<file path="config.mk">
export PLATFORM = sky130hd
export DESIGN_NAME = wall_field_ctrl_flat
export DESIGN_NICKNAME = d
export VERILOG_FILES = /design/src/rtl/wall_field_ctrl_pkg.sv /design/src/rtl/wall_field_ctrl_if.sv /design/src/rtl/wall_lfsr.sv /design/src/rtl/wall_field_ctrl.sv /design/src/flat_wrapper.sv
export SDC_FILE = /design/constraint.sdc
export NUM_CORES = 1
export LEC_CHECK = 0
export CAP_MARGIN = 5
export CORE_MARGIN = 2
export CORE_UTILIZATION = 60
export DETAILED_ROUTE_END_ITERATION = 10
export PLACE_DENSITY = 0.91
export SETUP_SLACK_MARGIN = 0.05
export SLEW_MARGIN = 20
export SYNTH_ARGS = -nofsm -noshare
export SYNTH_HDL_FRONTEND = slang
export SYNTH_SLANG_ARGS = --single-unit
</file>
<file path="constraint.sdc">
create_clock -name clk -period 11.9 [get_ports clk]
set_clock_uncertainty 0.15 [all_clocks]
set_input_delay 1.785 -clock clk [delete_from_list [all_inputs] [get_ports clk]]
set_output_delay 1.785 -clock clk [all_outputs]
set_load 0.005 [all_outputs]
</file>
<file path="src/rtl/wall_field_ctrl_pkg.sv">
// Shared game constants and the wall slot record used by the wall field engine.
`default_nettype none

package wall_field_ctrl_pkg;

  localparam int GAME_SCREEN_W = 160;
  localparam int GAME_SCREEN_H = 120;
  localparam int GAME_PLAYER_X = 40;
  localparam int GAME_X_W      = 8;
  localparam int GAME_Y_W      = 7;

  localparam logic [7:0] LFSR_SEED = 8'hA5;
  // Galois feedback mask for x^8+x^6+x^5+x^4+1 (right-shifting form)
  localparam logic [7:0] LFSR_TAPS = 8'hB8;

  typedef struct packed {
    logic                active;
    logic [GAME_X_W-1:0] x;
    logic [GAME_Y_W-1:0] hole_y;
  } wall_slot_t;

endpackage

`default_nettype wire

</file>
<file path="src/rtl/wall_field_ctrl_if.sv">
// Control and draw-read bundle between game FSM / VGA datapath and the wall field.
`default_nettype none

interface wall_field_ctrl_if #(
  parameter int NUM_WALLS = 4,
  parameter int X_W       = 8,
  parameter int Y_W       = 7,
  parameter int SCORE_W   = 10
);
  localparam int IDX_W = $clog2(NUM_WALLS);

  logic               tick;
  logic               enable;
  logic               clear;
  logic [IDX_W-1:0]   rd_idx;
  logic [X_W-1:0]     rd_x;
  logic [Y_W-1:0]     rd_hole_y;
  logic               rd_active;
  logic               pass_pulse;
  logic [SCORE_W-1:0] score;
  logic [3:0]         speed;

  modport master (
    output tick, enable, clear, rd_idx,
    input  rd_x, rd_hole_y, rd_active, pass_pulse, score, speed
  );

  modport slave (
    input  tick, enable, clear, rd_idx,
    output rd_x, rd_hole_y, rd_active, pass_pulse, score, speed
  );

endinterface

`default_nettype wire

</file>
<file path="src/rtl/wall_lfsr.sv">
// Free-running 8-bit Galois LFSR; exposes its low OUT_W bits as the random value.
`default_nettype none

module wall_lfsr
  import wall_field_ctrl_pkg::*;
#(
  parameter int OUT_W = 6
) (
  input  wire logic             clk,
  input  wire logic             resetn,
  output logic      [OUT_W-1:0] o_rnd
);

  logic [7:0] r_state;

  always_ff @(posedge clk or negedge resetn) begin
    if (!resetn) begin
      r_state <= LFSR_SEED;
    end else begin
      r_state <= {1'b0, r_state[7:1]} ^ (r_state[0] ? LFSR_TAPS : 8'h00);
    end
  end

  assign o_rnd = r_state[OUT_W-1:0];

endmodule

`default_nettype wire

</file>
<file path="src/rtl/wall_field_ctrl.sv">
// Multi-wall obstacle engine: scrolls, spawns and retires walls, counts passes and speed.
`default_nettype none

module wall_field_ctrl
  import wall_field_ctrl_pkg::*;
#(
  parameter int NUM_WALLS     = 4,
  parameter int X_W           = GAME_X_W,
  parameter int Y_W           = GAME_Y_W,
  parameter int SCREEN_W      = GAME_SCREEN_W,
  parameter int PLAYER_X      = GAME_PLAYER_X,
  parameter int SPAWN_GAP     = 10,
  parameter int HOLE_MIN      = 10,
  parameter int HOLE_RANGE_W  = 6,
  parameter int SPEED_INIT    = 4,
  parameter int SPEED_MAX     = 8,
  parameter int SPEEDUP_EN    = 1,
  parameter int SPEEDUP_EVERY = 5,
  parameter int SCORE_W       = 10
) (
  input  wire logic          clk,
  input  wire logic          resetn,
  wall_field_ctrl_if.slave   bus
);

  localparam int IDX_W = $clog2(NUM_WALLS);
  localparam int CNT_W = $clog2(NUM_WALLS + 1);

  localparam logic [X_W-1:0] C_SCREEN_W   = X_W'(SCREEN_W);
  localparam logic [X_W-1:0] C_PLAYER_X   = X_W'(PLAYER_X);
  localparam logic [7:0]     C_GAP_LAST   = 8'(SPAWN_GAP - 1);
  localparam logic [3:0]     C_SPEED_INIT = 4'(SPEED_INIT);
  localparam logic [3:0]     C_SPEED_MAX  = 4'(SPEED_MAX);
  localparam logic [7:0]     C_EVERY      = 8'(SPEEDUP_EVERY);

  wall_slot_t [NUM_WALLS-1:0] r_slot;
  logic       [SCORE_W-1:0]   r_score;
  logic       [3:0]           r_speed;
  logic       [7:0]           r_spawn_cnt;
  logic       [7:0]           r_pass_cnt;
  logic                       r_pass_pulse;

  wall_slot_t [NUM_WALLS-1:0] w_next;
  wall_slot_t [NUM_WALLS-1:0] w_upd;
  logic       [NUM_WALLS-1:0] w_pass;
  logic       [HOLE_RANGE_W-1:0] w_rnd;
  logic                       w_update;
  logic                       w_spawn;
  logic                       w_free_found;
  logic       [IDX_W-1:0]     w_free_idx;
  logic       [CNT_W-1:0]     w_npass;
  logic       [SCORE_W:0]     w_score_sum;
  logic       [SCORE_W-1:0]   w_score_nx;
  logic       [7:0]           w_pc_sum;
  logic       [7:0]           w_pc_nx;
  logic       [3:0]           w_speed_nx;
  logic       [7:0]           w_cnt_nx;

  wall_lfsr #(
    .OUT_W (HOLE_RANGE_W)
  ) u_lfsr (
    .clk    (clk),
    .resetn (resetn),
    .o_rnd  (w_rnd)
  );

  assign w_update = bus.tick & bus.enable;

  for (genvar gi = 0; gi < NUM_WALLS; gi++) begin : g_slot
    wall_slot_t w_nx;
    logic       w_ps;

    always_comb begin
      w_nx = r_slot[gi];
      w_ps = 1'b0;
      if (r_slot[gi].active) begin
        // A wall that cannot move a full step leaves the screen; x is kept as-is.
        if (r_slot[gi].x < X_W'(r_speed)) begin
          w_nx.active = 1'b0;
        end else begin
          w_nx.x = r_slot[gi].x - X_W'(r_speed);
          w_ps   = (r_slot[gi].x >= C_PLAYER_X) && (w_nx.x < C_PLAYER_X);
        end
      end
    end

    assign w_next[gi] = w_nx;
    assign w_pass[gi] = w_ps;
  end

  // Free slot search uses pre-update activity so a wall retired now is not reused now.
  always_comb begin
    w_free_found = 1'b0;
    w_free_idx   = '0;
    for (int i = NUM_WALLS - 1; i >= 0; i--) begin
      if (!r_slot[i].active) begin
        w_free_found = 1'b1;
        w_free_idx   = IDX_W'(i);
      end
    end
  end

  assign w_spawn  = (r_spawn_cnt == C_GAP_LAST);
  assign w_cnt_nx = w_spawn ? 8'd0 : r_spawn_cnt + 8'd1;

  always_comb begin
    w_upd = w_next;
    if (w_spawn && w_free_found) begin
      w_upd[w_free_idx].active = 1'b1;
      w_upd[w_free_idx].x      = C_SCREEN_W;
      w_upd[w_free_idx].hole_y = Y_W'(HOLE_MIN) + Y_W'(w_rnd);
    end
  end

  always_comb begin
    w_npass = '0;
    for (int i = 0; i < NUM_WALLS; i++) begin
      w_npass = w_npass + CNT_W'(w_pass[i]);
    end
  end

  assign w_score_sum = {1'b0, r_score} + (SCORE_W + 1)'(w_npass);
  assign w_score_nx  = w_score_sum[SCORE_W] ? '1 : w_score_sum[SCORE_W-1:0];
  assign w_pc_sum    = r_pass_cnt + 8'(w_npass);

  always_comb begin
    w_pc_nx    = r_pass_cnt;
    w_speed_nx = r_speed;
    if (SPEEDUP_EN != 0) begin
      if (w_pc_sum >= C_EVERY) begin
        w_pc_nx = w_pc_sum - C_EVERY;
        if (r_speed < C_SPEED_MAX) begin
          w_speed_nx = r_speed + 4'd1;
        end
      end else begin
        w_pc_nx = w_pc_sum;
      end
    end
  end

  always_ff @(posedge clk or negedge resetn) begin
    if (!resetn) begin
      r_slot       <= '0;
      r_score      <= '0;
      r_speed      <= C_SPEED_INIT;
      r_spawn_cnt  <= '0;
      r_pass_cnt   <= '0;
      r_pass_pulse <= 1'b0;
    end else if (bus.clear) begin
      r_slot       <= '0;
      r_score      <= '0;
      r_speed      <= C_SPEED_INIT;
      r_spawn_cnt  <= '0;
      r_pass_cnt   <= '0;
      r_pass_pulse <= 1'b0;
    end else if (w_update) begin
      r_slot       <= w_upd;
      r_score      <= w_score_nx;
      r_speed      <= w_speed_nx;
      r_spawn_cnt  <= w_cnt_nx;
      r_pass_cnt   <= w_pc_nx;
      r_pass_pulse <= |w_pass;
    end else begin
      r_pass_pulse <= 1'b0;
    end
  end

  always_comb begin
    bus.rd_x      = '0;
    bus.rd_hole_y = '0;
    bus.rd_active = 1'b0;
    if (32'(bus.rd_idx) < NUM_WALLS) begin
      bus.rd_x      = r_slot[bus.rd_idx].x;
      bus.rd_hole_y = r_slot[bus.rd_idx].hole_y;
      bus.rd_active = r_slot[bus.rd_idx].active;
    end
  end

  assign bus.pass_pulse = r_pass_pulse;
  assign bus.score      = r_score;
  assign bus.speed      = r_speed;

endmodule

`default_nettype wire
</file>
<file path="src/flat_wrapper.sv">
// flat-port wrapper written by rule: the top's interface ports become plain ports
module wall_field_ctrl_flat import wall_field_ctrl_pkg::*;
#(
  parameter int NUM_WALLS     = 4,
  parameter int X_W           = GAME_X_W,
  parameter int Y_W           = GAME_Y_W,
  parameter int SCREEN_W      = GAME_SCREEN_W,
  parameter int PLAYER_X      = GAME_PLAYER_X,
  parameter int SPAWN_GAP     = 10,
  parameter int HOLE_MIN      = 10,
  parameter int HOLE_RANGE_W  = 6,
  parameter int SPEED_INIT    = 4,
  parameter int SPEED_MAX     = 8,
  parameter int SPEEDUP_EN    = 1,
  parameter int SPEEDUP_EVERY = 5,
  parameter int SCORE_W       = 10
)
  (clk, resetn, bus_tick, bus_enable, bus_clear, bus_rd_idx, bus_rd_x, bus_rd_hole_y, bus_rd_active, bus_pass_pulse, bus_score, bus_speed);
  wall_field_ctrl_if #(.NUM_WALLS(NUM_WALLS), .X_W(X_W), .Y_W(Y_W), .SCORE_W(SCORE_W)) bus_i ();
  input  wire logic clk;
  input  wire logic resetn;
  input wire logic [$bits(bus_i.tick)-1:0] bus_tick;
  input wire logic [$bits(bus_i.enable)-1:0] bus_enable;
  input wire logic [$bits(bus_i.clear)-1:0] bus_clear;
  input wire logic [$bits(bus_i.rd_idx)-1:0] bus_rd_idx;
  output wire logic [$bits(bus_i.rd_x)-1:0] bus_rd_x;
  output wire logic [$bits(bus_i.rd_hole_y)-1:0] bus_rd_hole_y;
  output wire logic [$bits(bus_i.rd_active)-1:0] bus_rd_active;
  output wire logic [$bits(bus_i.pass_pulse)-1:0] bus_pass_pulse;
  output wire logic [$bits(bus_i.score)-1:0] bus_score;
  output wire logic [$bits(bus_i.speed)-1:0] bus_speed;
  assign bus_i.tick = bus_tick;
  assign bus_i.enable = bus_enable;
  assign bus_i.clear = bus_clear;
  assign bus_i.rd_idx = bus_rd_idx;
  assign bus_rd_x = bus_i.rd_x;
  assign bus_rd_hole_y = bus_i.rd_hole_y;
  assign bus_rd_active = bus_i.rd_active;
  assign bus_pass_pulse = bus_i.pass_pulse;
  assign bus_score = bus_i.score;
  assign bus_speed = bus_i.speed;
  wall_field_ctrl #(.NUM_WALLS(NUM_WALLS), .X_W(X_W), .Y_W(Y_W), .SCREEN_W(SCREEN_W), .PLAYER_X(PLAYER_X), .SPAWN_GAP(SPAWN_GAP), .HOLE_MIN(HOLE_MIN), .HOLE_RANGE_W(HOLE_RANGE_W), .SPEED_INIT(SPEED_INIT), .SPEED_MAX(SPEED_MAX), .SPEEDUP_EN(SPEEDUP_EN), .SPEEDUP_EVERY(SPEEDUP_EVERY), .SCORE_W(SCORE_W)) u_core (.clk(clk), .resetn(resetn), .bus(bus_i));
endmodule
</file>
==> results.cfg <==
[floorplanning]
core_mm2 = 0.0114
initial_core_util_pct = 61.1
ios = 38
rows = 39
dieHeight_um = 112
die_x_um = 112
die_area_mm2 = 0.0125

[critical_path]
crit_type = register to register
startpoint_type = register
critPathRequiredTime_ns = 11.95
ff2ff_path_depth = 19
r2r_end = u_core.r_pass_cnt[4]
cp.arrival_ns = 6.42
timing.reg2reg.setup_slack_ns = 5.54
end_kind = register
crit_fanout = 8
rr_startpoint = u_core.bus.speed[1]

[clocking]
cts_sinks = 103
cts_buffers = 9
cts-root-buf = clkbuf_16
hold_buffers = 0
cts.clk_slew.worst_paths_ns = 0.07
max-clock-path-buffers = 2
clock_latency_ns = 0.36
cts_setup_buffers = 0
cts_htree_levels = 3
cts_tree = done
cts_resized = 0

[layout]
area_delta_synth_final_pct = 9.44
n_antenna_cell = 0
final_net_count = 801
drive_gt1_share_pct = 9.09
final_common_cell = dfrtp_1
mostFrequentLayoutCells = dfrtp_1, nor2_1, nand2_1
final_cell_area_mm2 = 0.00760
layout.cells.non_filler = 902

[route]
vias = 5938
dr.pass1.iters = 7
drt_iter0_drc = 488
drt-total-wl_mm = 16.9
vias_per_cell = 6.58
wl_per_cell_um = 18.8
drc = 0
ant_nets = 0

[yosys]
synth-seq-cells = 103
synthCells = 744
synth_edf_count = 0
synth_area_per_cell_um2 = 9.33
ys_types = 80
ys_seq_area_share_pct = 37.2
synth_fp_nets = 790
synth_warnings = 0
synth_area_mm2 = 0.00694
synth_ff_type = dfrtp_1
ys_async_sr_fraction_pct = 100

[hold_path]
hp-class = register to register
hp-start = u_core.u_lfsr.r_state[7]
min_to = u_core.u_lfsr.r_state[6]
holdPathStages = 0

[timing]
tightest_slew_ns = 0.930
rsz0062_at_grt = false
max_clock_freq_mhz = 157
setup_viol = 0
layout_setup_ws_ns = 5.54
fin_crit_ns = 6.36
fin_tns_setup_ns = 0
fin_crit_sh_pct = 53.5
final-hold-violation-count = 0
drv_slew = 0
maxSlewHeadroom_pct = 38.0

[place]
dp_slack_ns = 5.70
dp_hpwl_mm = 11.8
port_buffers = 37
dpl.cell_count = 887
place_area_mm2 = 0.00733
place.gp.congestion = 0.972

[status]
status = finished clean

[pwr]
ir_drop_mv = 0.0681
power_density_mw_per_mm2 = 94.0
leakage_nw = 3.16

[global_routing]
grt_pass1_wl_mm = 28.9
grt_pass1_vias = 5856
grt_overflow_total = 0
grt_start_max_net_pins = 74
grt_usage_pct = 28.4
antenna_found_initial = 0

[job]
maxCapViolCount = 0
cell type report:
class	count	area (µm²)
clock buffer	9	225
clock inverter	6	51.3
fill	859	3770
inverter	33	124
multi-input combinational	567	4050
sequential	103	2580
tap	143	179
timing repair buffer	41	388
logic make-up after synthesis:
kind of cell / synth area share, %
DFF: 37.2
buffers and inverters: 4.49
adders and majority gates: 7.78
and+or+nand+nor: 20.7
muxes: 8.04
AOI/OAI and AO/OA: 18.7
xor gates and xnor gates: 3.14
sequential cells by signal, indices dropped and copies added (netlist names):
| name | cells |
|---|---|
| u_core.bus.pass_pulse | 1 |
| u_core.bus.score | 10 |
| u_core.bus.speed | 4 |
| u_core.g_slot.w_nx | 28 |
| u_core.r_pass_cnt | 8 |
| u_core.r_slot | 36 |
| u_core.r_spawn_cnt | 8 |
| u_core.u_lfsr.r_state | 8 |
layer usage:
| metal | global-route usage, % | vias to the layer above | wire [µm] |
|---|---|---|---|
| li1 | - | 2739 | - |
| met1 | 39.7 | 2877 | 7300 |
| met2 | 45.2 | 282 | 8060 |
| met3 | 4.08 | 40 | 1150 |
| met4 | 11.5 | 0 | 422 |
| met5 | 0 | - | 0 |
report_power, final:
group          switching, mW  internal, mW  total (mW)
clock network          0.143         0.145       0.288
logic                 0.0424        0.0238      0.0662
registers            0.00689         0.353       0.360
total                  0.193         0.522       0.715
Yosys cell counts, types with 5 or more instances:
| library cell | count | area [µm²] |
|---|---|---|
| a22o_1 | 8 | 70.1 |
| buf_2 | 5 | 25.0 |
| nand4_1 | 11 | 68.8 |
| o21ai_0 | 52 | 260 |
| a211oi_1 | 15 | 113 |
| a31oi_1 | 6 | 37.5 |
| o21a_1 | 5 | 37.5 |
| o31ai_1 | 8 | 60.1 |
| or4_1 | 5 | 37.5 |
| nor2_1 | 70 | 263 |
| nand3_1 | 19 | 95.1 |
| mux2i_1 | 16 | 160 |
| a21oi_1 | 48 | 240 |
| and3_1 | 6 | 37.5 |
| xor2_1 | 12 | 105 |
| fa_1 | 7 | 140 |
| nand3b_1 | 8 | 60.1 |
| nor2b_1 | 14 | 87.6 |
| nand2_1 | 56 | 210 |
| inv_1 | 33 | 124 |
| xnor2_1 | 11 | 96.3 |
| mux4_2 | 16 | 360 |
| dfrtp_1 | 98 | 2450 |
| dfstp_2 | 5 | 131 |
| ha_1 | 32 | 400 |
| nor3b_1 | 5 | 37.5 |
| clkbuf_1 | 27 | 101 |
| or3_1 | 15 | 93.8 |
| nand2b_1 | 19 | 119 |
| o211ai_1 | 5 | 37.5 |
| o21ai_1 | 5 | 25.0 |
| nor3_1 | 16 | 80.1 |
worst max-delay path, stage by stage, from the launching register on:
cell       delay (ns)
dfrtp_1          0.61
inv_1            0.25
ha_1             0.35
nor2b_1          0.13
o21a_1           0.22
o21ai_0          0.40
a211oi_1         0.16
a311oi_1         0.33
nor4_1           0.12
ha_1             0.32
fa_1             0.42
ha_1             0.37
inv_1            0.08
fa_1             0.47
o21ai_1          0.34
o2111ai_1        0.23
a32oi_2          0.39
nand4_1          0.42
a211oi_1         0.37
a211oi_1         0.08
worst max path at each step:
stage	from	to	slack (ns)	cells past startpoint
finish	u_core.bus.speed[1]	u_core.r_pass_cnt[4]	5.54	19
global route	u_core.bus.speed[1]	u_core.r_pass_cnt[3]	5.14	19
CTS	u_core.bus.speed[1]	u_core.r_pass_cnt[4]	5.64	19
detailed placement	u_core.bus.speed[1]	u_core.r_pass_cnt[3]	5.70	19
global placement	bus_rd_idx[0]	bus_rd_x[7]	5.86	3
floorplan	u_core.bus.speed[2]	u_core.r_pass_cnt[3]	6.42	19
per-stage QoR:
step | hold slack, ns | total power, mW | util, %
floorplan | 0.203 | 0.411 | -
global placement | 0.231 | 0.429 | 64.5
detailed placement | 0.235 | 0.433 | 64.5
CTS | 0.245 | 0.717 | 66.9
global route | 0.252 | 0.741 | 66.8
finish | 0.247 | 0.715 | 66.8
No activity file was read; power rests on OpenSTA's default activity.
